$ cat config.mk
export PLATFORM = sky130hd
export DESIGN_NAME = riscv_prefetch_buffer
export DESIGN_NICKNAME = d
export VERILOG_FILES = /design/src/rtl/riscv_defines.sv /design/src/rtl/riscv_fetch_fifo.sv /design/src/rtl/riscv_prefetch_buffer.sv
export SDC_FILE = /design/constraint.sdc
export NUM_CORES = 1
export LEC_CHECK = 0
export CAP_MARGIN = 20
export CORE_ASPECT_RATIO = 1.75
export CORE_UTILIZATION = 50
export CTS_CLUSTER_DIAMETER = 100
export DETAILED_ROUTE_END_ITERATION = 8
export PLACE_DENSITY = 0.84
export SLEW_MARGIN = 20
export SYNTH_ARGS = -nofsm -noshare
export SYNTH_HDL_FRONTEND = slang
export SYNTH_HIERARCHICAL = 1
export SYNTH_SLANG_ARGS = --single-unit
$ cat constraint.sdc
create_clock -name clk -period 3 [get_ports clk]
set_input_delay 0.45 -clock clk [delete_from_list [all_inputs] [get_ports clk]]
set_output_delay 0.45 -clock clk [all_outputs]
set_load 0.02 [all_outputs]
$ cat src/rtl/riscv_defines.sv
// Shared RISC-V widths, opcode constants and prefetch helper types.
// Latency: none (declarations only).
// Backpressure: not applicable.
package riscv_defines;

  localparam int RISCV_WORD_WIDTH = 32;
  localparam int RISCV_ADDR_WIDTH = 32;

  // Low two opcode bits of every 32-bit instruction; anything else is compressed.
  localparam logic [1:0] RISCV_OPC_32BIT = 2'b11;

  typedef logic [RISCV_ADDR_WIDTH-1:0] riscv_addr_t;
  typedef logic [RISCV_WORD_WIDTH-1:0] riscv_word_t;

  // Decoded view of the instruction at the head of the fetch FIFO.
  typedef struct packed {
    logic        valid;        // a complete instruction is available
    logic        len4;         // 1: 32-bit instruction, 0: compressed
    logic        pop;          // retiring it frees the head word
    logic        offset_next;  // halfword offset after retirement
    riscv_word_t data;         // realigned instruction
  } head_t;

  function automatic logic is_compressed(input logic [15:0] hw);
    return hw[1:0] != RISCV_OPC_32BIT;
  endfunction

endpackage

$ cat src/rtl/riscv_fetch_fifo.sv
// Word FIFO for fetched instruction words with flush; exposes the two oldest entries.
// Latency: a pushed word is visible at entry0/entry1 the cycle after the push.
// Backpressure: push is dropped when full unless a pop happens the same cycle.
module riscv_fetch_fifo #(
  parameter int DEPTH = 4,
  parameter int WIDTH = 32
) (
  input  logic                   clk,
  input  logic                   rst,
  input  logic                   flush,
  input  logic                   push,
  input  logic [WIDTH-1:0]       push_data,
  input  logic                   pop,
  output logic [WIDTH-1:0]       entry0,
  output logic [WIDTH-1:0]       entry1,
  output logic [$clog2(DEPTH):0] count
);

  localparam int AW = $clog2(DEPTH);
  localparam logic [AW:0] FULL    = DEPTH[AW:0];
  localparam logic [AW:0] CNT_ONE = {{AW{1'b0}}, 1'b1};

  logic [WIDTH-1:0] mem [DEPTH];
  logic [AW-1:0]    rd_ptr;
  logic [AW-1:0]    wr_ptr;
  logic             do_push;
  logic             do_pop;

  // Qualify push/pop against occupancy so pointers never over/underrun.
  always_comb begin
    do_pop  = pop && (count != '0);
    do_push = push && ((count != FULL) || do_pop);
  end

  assign entry0 = mem[rd_ptr];
  assign entry1 = mem[rd_ptr + AW'(1)];

  // Pointer and occupancy bookkeeping; flush empties in one cycle.
  always_ff @(posedge clk) begin
    if (rst || flush) begin
      rd_ptr <= '0;
      wr_ptr <= '0;
      count  <= '0;
    end else begin
      if (do_push) wr_ptr <= wr_ptr + AW'(1);
      if (do_pop)  rd_ptr <= rd_ptr + AW'(1);
      case ({do_push, do_pop})
        2'b10:   count <= count + CNT_ONE;
        2'b01:   count <= count - CNT_ONE;
        default: count <= count;
      endcase
    end
  end

  // Storage array; contents are don't-care until written.
  always_ff @(posedge clk) begin
    if (do_push && !flush && !rst) mem[wr_ptr] <= push_data;
  end

endmodule

$ cat src/rtl/riscv_prefetch_buffer.sv
// Instruction prefetcher: fetches words ahead into a FIFO and presents aligned instructions (RISCV_COMPRESSED_EN adds 16-bit realignment).
// Latency: redirect at cycle N -> memory request at N+1 -> instr_valid_o at N+2 with zero-wait memory.
// Backpressure: stops requesting when the FIFO is full; a stalled memory request is held until accepted.
module riscv_prefetch_buffer
  import riscv_defines::*;
#(
  parameter int          DEPTH     = 4,
  parameter riscv_addr_t BOOT_ADDR = 32'h0000_0000
) (
  input  logic                        clk,
  input  logic                        rst,
  input  logic [RISCV_ADDR_WIDTH-1:0] target_addr_i,
  input  logic                        target_valid_i,
  output logic [RISCV_WORD_WIDTH-1:0] instr_o,
  output logic [RISCV_ADDR_WIDTH-1:0] instr_addr_o,
  output logic                        instr_valid_o,
  input  logic                        instr_ready_i,
  output logic                        imem_valid_o,
  input  logic                        imem_ready_i,
  output logic [RISCV_ADDR_WIDTH-1:0] imem_addr_o,
  output logic [RISCV_WORD_WIDTH-1:0] imem_wdata_o,
  output logic [3:0]                  imem_we_o,
  input  logic [RISCV_WORD_WIDTH-1:0] imem_rdata_i
);

  localparam int CW = $clog2(DEPTH) + 1;
  localparam logic [CW-1:0] FULL    = DEPTH[CW-1:0];
  localparam logic [CW-1:0] CNT_ONE = {{(CW-1){1'b0}}, 1'b1};

  // Fetch side state
  riscv_addr_t fetch_ptr;     // address of the current/next memory request
  riscv_addr_t redirect_ptr;  // target remembered while a stale request drains
  logic        pending;       // request presented last cycle but not accepted
  logic        discard;       // the pending request's data belongs to an old stream

  // Instruction side state
  riscv_addr_t instr_addr_q;

  logic          fire;
  logic          push;
  logic          retire;
  logic          fifo_pop;
  riscv_addr_t   target_word;
  riscv_addr_t   target_instr;
  riscv_word_t   entry0;
  riscv_word_t   entry1;
  logic [CW-1:0] count;
  head_t         head;
  logic          unused_bits;

  assign target_word = {target_addr_i[RISCV_ADDR_WIDTH-1:2], 2'b00};

`ifdef RISCV_COMPRESSED_EN
  logic offset_q;  // 1: head instruction starts in the upper halfword of entry0

  assign target_instr = target_addr_i;
  assign unused_bits  = ^entry1[31:16];

  // Realign the head instruction from one or two FIFO words.
  always_comb begin
    head = '0;
    if (!offset_q) begin
      head.valid = (count != '0);
      if (is_compressed(entry0[15:0])) begin
        head.data        = {16'h0000, entry0[15:0]};
        head.len4        = 1'b0;
        head.pop         = 1'b0;
        head.offset_next = 1'b1;
      end else begin
        head.data        = entry0;
        head.len4        = 1'b1;
        head.pop         = 1'b1;
        head.offset_next = 1'b0;
      end
    end else if (is_compressed(entry0[31:16])) begin
      head.valid       = (count != '0);
      head.data        = {16'h0000, entry0[31:16]};
      head.len4        = 1'b0;
      head.pop         = 1'b1;
      head.offset_next = 1'b0;
    end else begin
      // 32-bit instruction straddling two words needs both present.
      head.valid       = (count > CNT_ONE);
      head.data        = {entry1[15:0], entry0[31:16]};
      head.len4        = 1'b1;
      head.pop         = 1'b1;
      head.offset_next = 1'b1;
    end
  end

  // Halfword offset tracks where the head instruction starts.
  always_ff @(posedge clk) begin
    if (rst) begin
      offset_q <= 1'b0;
    end else if (target_valid_i) begin
      offset_q <= target_addr_i[1];
    end else if (retire) begin
      offset_q <= head.offset_next;
    end
  end
`else
  assign target_instr = target_word;
  assign unused_bits  = ^{entry1, target_addr_i[1:0], head.offset_next};

  // Every instruction is a full aligned word.
  always_comb begin
    head             = '0;
    head.valid       = (count != '0);
    head.data        = entry0;
    head.len4        = 1'b1;
    head.pop         = 1'b1;
    head.offset_next = 1'b0;
  end
`endif

  // Request while there is room (occupancy sampled before any pop), or keep a stalled one alive.
  always_comb begin
    imem_valid_o = !rst && (pending || ((count != FULL) && !target_valid_i));
    fire         = imem_valid_o && imem_ready_i;
    push         = fire && !discard && !target_valid_i;
    retire       = instr_valid_o && instr_ready_i && !target_valid_i;
    fifo_pop     = retire && head.pop;
  end

  assign imem_addr_o   = fetch_ptr;
  assign imem_wdata_o  = '0;
  assign imem_we_o     = 4'b0000;
  assign instr_valid_o = !rst && head.valid;
  assign instr_o       = instr_valid_o ? head.data : '0;
  assign instr_addr_o  = rst ? BOOT_ADDR : instr_addr_q;

  // Fetch pointer, stall tracking and stale-data discard across redirects.
  always_ff @(posedge clk) begin
    if (rst) begin
      fetch_ptr    <= BOOT_ADDR;
      redirect_ptr <= BOOT_ADDR;
      pending      <= 1'b0;
      discard      <= 1'b0;
    end else begin
      pending <= imem_valid_o && !imem_ready_i;
      if (target_valid_i) begin
        if (imem_valid_o && !imem_ready_i) begin
          // Stalled request must finish at its old address; remember where to go next.
          discard      <= 1'b1;
          redirect_ptr <= target_word;
        end else begin
          fetch_ptr <= target_word;
          discard   <= 1'b0;
        end
      end else if (fire) begin
        if (discard) begin
          fetch_ptr <= redirect_ptr;
          discard   <= 1'b0;
        end else begin
          fetch_ptr <= fetch_ptr + 32'd4;
        end
      end
    end
  end

  // Address of the head instruction; redirect wins over retirement.
  always_ff @(posedge clk) begin
    if (rst) begin
      instr_addr_q <= BOOT_ADDR;
    end else if (target_valid_i) begin
      instr_addr_q <= target_instr;
    end else if (retire) begin
      instr_addr_q <= instr_addr_q + (head.len4 ? 32'd4 : 32'd2);
    end
  end

  riscv_fetch_fifo #(
    .DEPTH (DEPTH),
    .WIDTH (RISCV_WORD_WIDTH)
  ) u_fifo (
    .clk       (clk),
    .rst       (rst),
    .flush     (target_valid_i),
    .push      (push),
    .push_data (imem_rdata_i),
    .pop       (fifo_pop),
    .entry0    (entry0),
    .entry1    (entry1),
    .count     (count)
  );

endmodule
==> results of run 1 <==
==> sequential cells by signal, summed over array words and instances (netlist names), named ones only <==
| signal | count |
|---|---|
| instr_addr_q | 30 |
| u_fifo/wr_ptr | 2 |
| discard | 1 |
| imem_addr_o | 30 |
| u_fifo/rd_ptr | 2 |
| u_fifo/mem | 128 |
| u_fifo/count | 3 |
| pending | 1 |
| redirect_ptr | 30 |
==> area by class of cell <==
type	count	area share, %
flip-flops and latches	229	43.0
inverters	23	0.632
repair buffers	196	14.3
well taps	292	2.67
clock inverters	15	1.14
multi-input cells	706	34.0
clock buffers	25	4.27
==> layer usage <==
metal,track usage (%),part of all wire (%),wire length [um],vias up
met5,0,0,0,-
met4,13.4,4.8,1330,0
met3,2.68,5.7,1570,89
met2,45.4,54,14700,389
met1,27.1,36,9890,4049
li1,-,-,-,3997
==> layout by cell type, fill, tap and decap left out, drive strengths merged, types with 24 or more instances in the layout <==
cell type,count
clkdlybuf4s50,158
edfxtp,128
nand2,124
dfxtp,101
nor2,66
a21oi,66
and3,46
o21ai,40
conb,40
buf,38
xnor2,32
mux4,32
nor2b,31
nor3,28
clkbuf,25
inv,24
==> worst max path at each step <==
stage / startpoint / endpoint / cells after the start
after floorplan: target_valid_i / u_fifo/mem[1][0] / 8
after global placement: instr_ready_i / u_fifo/count[1] / 10
after detailed placement: instr_ready_i / u_fifo/count[1] / 10
after CTS: flop / instr_o[8] / 4
after global routing: flop / instr_o[8] / 4
final: flop / instr_o[8] / 4
==> per-stage QoR <==
stage | hold slack (ns) | std cells | util [%]
global route | 0.270 | 1486 | 63.3
CTS | 0.246 | 1486 | 63.3
detailed placement | 0.442 | 1446 | 59.8
finish | 0.275 | 1486 | 63.3
floorplan | 0.431 | 1070 | -
global placement | 0.436 | 1446 | 59.8
==> power by group through the flow <==
stage | Sequential (uW) | Clock (uW) | Combinational (uW)
after global routing | 3480 | 2990 | 728
after floorplan | 3550 | 0 | 376
after detailed placement | 3530 | 0 | 669
final | 3470 | 2830 | 676
after global placement | 3530 | 0 | 656
after CTS | 3460 | 2880 | 671
==> impl_metrics.prom, run 1 <==
# TYPE chip_impl_metric gauge
chip_impl_info{name="result_of_the_run",value="completed"} 1
chip_impl_metric{name="cellPowerDensity",unit="mW/mm2"} 510
chip_impl_info{name="rsz_0062_raised_after_global_routing",value="no"} 1
chip_impl_metric{name="ff2ff_path_depth",unit=""} 8
chip_impl_metric{name="fmaxAchievable",unit="MHz"} 345
chip_impl_info{name="critical-path-top-delay-family",value="buffers and inverters"} 1
chip_impl_metric{name="number_of_antenna_violations_at_the_first_check_in_global_routing",unit=""} 0
chip_impl_metric{name="power.clock.fraction",unit="%"} 40.6
chip_impl_metric{name="drt_drc_violations_left",unit=""} 0
chip_impl_metric{name="clock_pin_transition_on_the_worst_setup_and_hold_timing_paths",unit="ns"} 0.07
chip_impl_metric{name="sequential_cell_area",unit="mm2"} 0.00587
chip_impl_metric{name="layout_stage_area_growth_over_the_synthesis_result",unit="%"} 24.0
chip_impl_metric{name="hold_violations",unit=""} 0
chip_impl_metric{name="first_pass_iters",unit=""} 5
chip_impl_metric{name="setup_viol",unit=""} 0
chip_impl_info{name="cell_type_of_the_slowest_stage_on_the_worst_timing_path",value="sky130_fd_sc_hd__clkdlybuf4s50_1"} 1
chip_impl_metric{name="globalRouteTotalUtil",unit="%"} 24.5
chip_impl_metric{name="drt.antenna.violating_nets",unit=""} 0
chip_impl_metric{name="cap_viol_max_count",unit=""} 0
chip_impl_metric{name="drive_above_1_share",unit="%"} 11.1
chip_impl_metric{name="dpl-instance-area",unit="mm2"} 0.0129
chip_impl_info{name="hold_path_class",value="in -> reg"} 1
chip_impl_metric{name="worst-path-buf-inv",unit=""} 2
chip_impl_metric{name="floorplan.initialDensity",unit="%"} 51.1
chip_impl_info{name="critical_path_class",value="reg -> out"} 1
chip_impl_metric{name="clk_latency",unit="ns"} 0.51
chip_impl_info{name="critical_path.endpoint_type",value="output pin"} 1
chip_impl_metric{name="cts_buffers",unit=""} 22
chip_impl_metric{name="die_width",unit="um"} 114
chip_impl_metric{name="clock_tree.buffer_depth",unit=""} 3
chip_impl_metric{name="final.min_clock_period",unit="ns"} 2.89
chip_impl_metric{name="critPathMaxStageDelay",unit="ns"} 0.55
chip_impl_metric{name="p_sw_share",unit="%"} 23.6
chip_impl_metric{name="detail_route.wl_per_cell",unit="um"} 18.5
chip_impl_metric{name="cp_data_required_time",unit="ns"} 2.55
chip_impl_metric{name="leakage",unit="uW"} 0.00465
chip_impl_metric{name="setup-tns-final",unit="ns"} 0
chip_impl_metric{name="route.vias.total",unit=""} 8524
chip_impl_metric{name="die-area",unit="mm2"} 0.0227
chip_impl_metric{name="initialDrtViolationCount",unit=""} 700
chip_impl_info{name="worst_r2r_startpoint",value="u_fifo/count[0]"} 1
chip_impl_metric{name="syn-instance-count",unit=""} 1031
chip_impl_metric{name="power_report.internal_total",unit="uW"} 5330
chip_impl_info{name="cp-start-kind",value="flop"} 1
chip_impl_metric{name="first_global_vias",unit=""} 8421
chip_impl_metric{name="post_cts_resized",unit=""} 3
chip_impl_info{name="holdPathEnd",value="instr_addr_q[29]"} 1
chip_impl_metric{name="share_comb_of_total_power",unit="%"} 9.7
chip_impl_metric{name="cts_hold_buffers",unit=""} 0
chip_impl_metric{name="finalWeightedCongestion",unit=""} 0.930
chip_impl_metric{name="post-route-period-util",unit="%"} 96.5
chip_impl_metric{name="floorplan.io_pins",unit=""} 203
chip_impl_metric{name="overflow",unit=""} 0
chip_impl_metric{name="p_seq_share",unit="%"} 49.7
chip_impl_metric{name="grt_pass1_wl",unit="mm"} 43.3
chip_impl_metric{name="psw",unit="uW"} 1650
chip_impl_metric{name="pre_cts_slack",unit="ns"} 0.391
chip_impl_metric{name="fillerInstances",unit=""} 1703
chip_impl_metric{name="final-max-slew-violation-count",unit=""} 0
chip_impl_metric{name="cell_area_after_synthesis",unit="mm2"} 0.0110
chip_impl_metric{name="ys_warn_count",unit=""} 6
chip_impl_metric{name="final.setup_skew",unit="ns"} 0.00817
chip_impl_metric{name="numPortBuffers",unit=""} 160
chip_impl_metric{name="vdd_ir_drop_max",unit="V"} 0.000564
chip_impl_metric{name="cts_max_level",unit=""} 1
chip_impl_metric{name="worst-r2r-setup-slack",unit="ns"} 0.38
chip_impl_metric{name="detailed_place_hpwl",unit="mm"} 18.9
chip_impl_info{name="clock_tree.root_cell",value="sky130_fd_sc_hd__clkbuf_16"} 1
chip_impl_metric{name="grt_max_degree",unit=""} 61
chip_impl_metric{name="timing.critical_path.fanout_max",unit=""} 17
chip_impl_info{name="reg2reg_to",value="u_fifo/mem[3][3]"} 1
chip_impl_metric{name="multiInputGateArea",unit="mm2"} 0.00465
chip_impl_metric{name="setup_slack",unit="ns"} 0.106
chip_impl_metric{name="die_height",unit="um"} 198
chip_impl_info{name="worstHoldStart",value="rst"} 1
chip_impl_metric{name="detail_route.wirelength",unit="mm"} 27.5
chip_impl_metric{name="number_of_diodes",unit=""} 0
chip_impl_metric{name="min_delay_path_depth",unit=""} 2
chip_impl_metric{name="placeableCoreArea",unit="mm2"} 0.0216
chip_impl_metric{name="design_area",unit="mm2"} 0.0137
chip_impl_metric{name="cp.arrival",unit="ns"} 2.44
chip_impl_info{name="worstPathCellList",value="buf_12 -> mux4_2 -> and3_1 -> clkdlybuf4s50_1"} 1
chip_impl_metric{name="layout.nets",unit=""} 1254
chip_impl_metric{name="worst_slew_margin_rel",unit="%"} 57.7
chip_impl_metric{name="post_drt_via_cell_ratio",unit=""} 5.74
chip_impl_metric{name="worst_pin_slew",unit="ns"} 0.635
chip_impl_metric{name="floorplan.rows",unit=""} 71
chip_impl_metric{name="cts_sinks",unit=""} 229
chip_impl_metric{name="total_power",unit="uW"} 6980
chip_impl_metric{name="setup_buffers_after_cts",unit=""} 0
chip_impl_info{name="cts_tree",value="done"} 1
chip_impl_metric{name="synthesis.area_per_instance",unit="um2"} 10.7
No activity file was read; power rests on OpenSTA's default activity.
==> inputs of run 2 (changes only) <==
- CORE_UTILIZATION: 50 -> 39
- PLACE_DENSITY: 0.84 -> 0.7
- TNS_END_PERCENT: default -> 50
==> impl_metrics.prom, run 2 (same netlist as run 1, synthesis figures left out) <==
# TYPE chip_impl_metric gauge
chip_impl_metric{name="detail_route.wirelength",unit="mm"} 28.4
chip_impl_info{name="worstPathCellList",value="buf_12 -> mux4_2 -> and3_1 -> clkdlybuf4s50_1"} 1
chip_impl_metric{name="power.clock.fraction",unit="%"} 41.5
chip_impl_metric{name="wl_met1",unit="mm"} 10.5
chip_impl_info{name="critical-path-top-delay-family",value="buffers and inverters"} 1
chip_impl_metric{name="share_comb_of_total_power",unit="%"} 9.6
chip_impl_info{name="rsz_0062_raised_after_global_routing",value="no"} 1
chip_impl_metric{name="overflow",unit=""} 0
chip_impl_info{name="cts_tree",value="done"} 1
chip_impl_metric{name="grt_max_degree",unit=""} 77
chip_impl_metric{name="p_seq_share",unit="%"} 48.9
chip_impl_metric{name="die-area",unit="mm2"} 0.0290
chip_impl_metric{name="clk_latency",unit="ns"} 0.51
chip_impl_metric{name="dp_cells",unit=""} 1522
chip_impl_info{name="cell_type_of_the_slowest_stage_on_the_worst_timing_path",value="sky130_fd_sc_hd__mux4_2"} 1
chip_impl_metric{name="worst-r2r-setup-slack",unit="ns"} 0.38
chip_impl_metric{name="cp_num_cells",unit=""} 4
chip_impl_info{name="hold_path_class",value="in -> reg"} 1
chip_impl_metric{name="first_global_vias",unit=""} 8461
chip_impl_metric{name="number_of_antenna_violations_at_the_first_check_in_global_routing",unit=""} 0
chip_impl_metric{name="floorplan.initialDensity",unit="%"} 39.6
chip_impl_metric{name="final.setup_skew",unit="ns"} 0.0132
chip_impl_metric{name="setup_viol",unit=""} 0
chip_impl_metric{name="timing.critical_path.fanout_max",unit=""} 32
chip_impl_metric{name="clock_pin_transition_on_the_worst_setup_and_hold_timing_paths",unit="ns"} 0.06
chip_impl_metric{name="setup_slack",unit="ns"} 0.130
chip_impl_metric{name="vdd_ir_drop_max",unit="V"} 0.000552
chip_impl_metric{name="ff2ff_path_depth",unit=""} 8
chip_impl_metric{name="floorplan.io_pins",unit=""} 203
chip_impl_metric{name="cp.arrival",unit="ns"} 2.42
chip_impl_metric{name="worst-path-buf-inv",unit=""} 2
chip_impl_metric{name="dpl-instance-area",unit="mm2"} 0.0130
chip_impl_metric{name="post-route-period-util",unit="%"} 95.7
chip_impl_metric{name="worst_slew_margin_rel",unit="%"} 31.5
chip_impl_metric{name="total_power",unit="uW"} 7100
chip_impl_info{name="critical_path_class",value="reg -> out"} 1
chip_impl_metric{name="cts_hold_buffers",unit=""} 0
chip_impl_metric{name="cts_buffers",unit=""} 23
chip_impl_metric{name="fmaxAchievable",unit="MHz"} 348
chip_impl_metric{name="fillerInstances",unit=""} 2526
chip_impl_info{name="registers.top_by_ff_count",value="u_fifo/mem"} 1
chip_impl_metric{name="die_height",unit="um"} 224
chip_impl_metric{name="initialDrtViolationCount",unit=""} 475
chip_impl_metric{name="final.min_clock_period",unit="ns"} 2.87
chip_impl_metric{name="drt.antenna.violating_nets",unit=""} 0
chip_impl_info{name="final_common_cell",value="sky130_fd_sc_hd__clkdlybuf4s50_1"} 1
chip_impl_metric{name="cts_max_level",unit=""} 1
chip_impl_metric{name="numPortBuffers",unit=""} 160
chip_impl_metric{name="layout_stage_area_growth_over_the_synthesis_result",unit="%"} 25.1
chip_impl_metric{name="cap_viol_max_count",unit=""} 0
chip_impl_metric{name="met2_length",unit="mm"} 15.2
chip_impl_metric{name="multiInputGateArea",unit="mm2"} 0.00464
chip_impl_info{name="cp-start-kind",value="flop"} 1
chip_impl_metric{name="flip_flop_count_of_the_largest_register_after_layout",unit=""} 128
chip_impl_metric{name="globalRouteTotalUtil",unit="%"} 20.0
chip_impl_metric{name="met3RoutedLength",unit="mm"} 1.32
chip_impl_metric{name="finalWeightedCongestion",unit=""} 0.837
chip_impl_metric{name="grt_pass1_wl",unit="mm"} 44.7
chip_impl_metric{name="post_drt_via_cell_ratio",unit=""} 5.37
chip_impl_metric{name="drt_drc_violations_left",unit=""} 0
chip_impl_metric{name="post_layout_nonfiller_instances",unit=""} 1562
chip_impl_metric{name="min_delay_path_depth",unit=""} 2
chip_impl_metric{name="p_sw_share",unit="%"} 23.4
chip_impl_metric{name="number_of_diodes",unit=""} 0
chip_impl_metric{name="die_width",unit="um"} 129
chip_impl_metric{name="route.vias.total",unit=""} 8392
chip_impl_metric{name="power_report.internal_total",unit="uW"} 5440
chip_impl_info{name="result_of_the_run",value="completed"} 1
chip_impl_info{name="critical_path.endpoint_type",value="output pin"} 1
chip_impl_metric{name="drive_above_1_share",unit="%"} 10.6
chip_impl_metric{name="leakage",unit="uW"} 0.00467
chip_impl_metric{name="clock_tree.buffer_depth",unit=""} 3
chip_impl_metric{name="first_pass_iters",unit=""} 7
chip_impl_metric{name="psw",unit="uW"} 1660
chip_impl_metric{name="floorplan.rows",unit=""} 81
chip_impl_metric{name="design_area",unit="mm2"} 0.0138
chip_impl_metric{name="final_core_utilization",unit="%"} 49.5
chip_impl_metric{name="hold_violations",unit=""} 0
chip_impl_metric{name="detail_route.wl_per_cell",unit="um"} 18.2
chip_impl_metric{name="cts_sinks",unit=""} 229
chip_impl_metric{name="sequential_cell_area",unit="mm2"} 0.00587
chip_impl_metric{name="placeableCoreArea",unit="mm2"} 0.0279
chip_impl_metric{name="cellPowerDensity",unit="mW/mm2"} 515
chip_impl_metric{name="critPathMaxStageDelay",unit="ns"} 0.55
chip_impl_metric{name="layout.nets",unit=""} 1250
chip_impl_info{name="clock_tree.root_cell",value="sky130_fd_sc_hd__clkbuf_16"} 1
chip_impl_info{name="top_signal_layer_used",value="met4"} 1
chip_impl_metric{name="cp_data_required_time",unit="ns"} 2.55
chip_impl_metric{name="pre_cts_slack",unit="ns"} 0.375
chip_impl_info{name="mostFrequentLayoutCells",value="sky130_fd_sc_hd__clkdlybuf4s50_1 (158), sky130_fd_sc_hd__edfxtp_1 (128), sky130_fd_sc_hd__nand2_1 (124)"} 1
chip_impl_metric{name="final-max-slew-violation-count",unit=""} 0
chip_impl_metric{name="detailed_place_hpwl",unit="mm"} 19.4
chip_impl_metric{name="worst_pin_slew",unit="ns"} 1.02
run 2: worst paths after layout:
kind,end,start
hold / removal,instr_addr_q[23],rst
hold reg to reg,redirect_ptr[14],redirect_ptr[14]
setup / recovery,instr_o[7],flop
setup reg to reg,u_fifo/count[1],u_fifo/count[2]
run 2: cell type report:
type	instances	share of cell area (%)
Clock buffer	29	4.63
Clock inverter	11	0.980
Sequential cell	229	42.5
Timing Repair Buffer	191	14.2
Inverter	23	0.626
Tap cell	373	3.38
Multi-Input combinational cell	706	33.7
run 2: routing by layer:
layer  vias to the layer above  GRT usage (%)
met3                        73           2.71
li1                       4002              -
met5                         -              0
met2                       302           37.7
met4                         0           10.4
met1                      4015           21.1
run 2: repair_timing:
item                       4_1_cts  5_1_grt
gates resized for setup          0        1
setup endpoints to repair        0       32
setup buffers                    0        0
run 2: power by group through the flow:
stage	Combinational [uW]	Clock [uW]	Sequential (uW)
floorplan	376	0	3550
global placement	668	0	3540
detailed placement	678	0	3540
CTS	681	3020	3470
global route	739	3140	3480
finish	680	2950	3470
run 2: metrics by stage:
stage	TNS (ns)	hold slack, ns
3_5_place_dp	0	0.443
4_1_cts	0	0.287
6_report	0	0.319
2_1_floorplan	-6.62	0.431
3_3_place_gp	0	0.437
5_1_grt	0	0.323
==> inputs of run 3 (changes only) <==
- GPL_ROUTABILITY_DRIVEN: default -> 0
==> results of run 3 <==
Same layout as run 2: the final DEF is identical, and so are final timing and power.
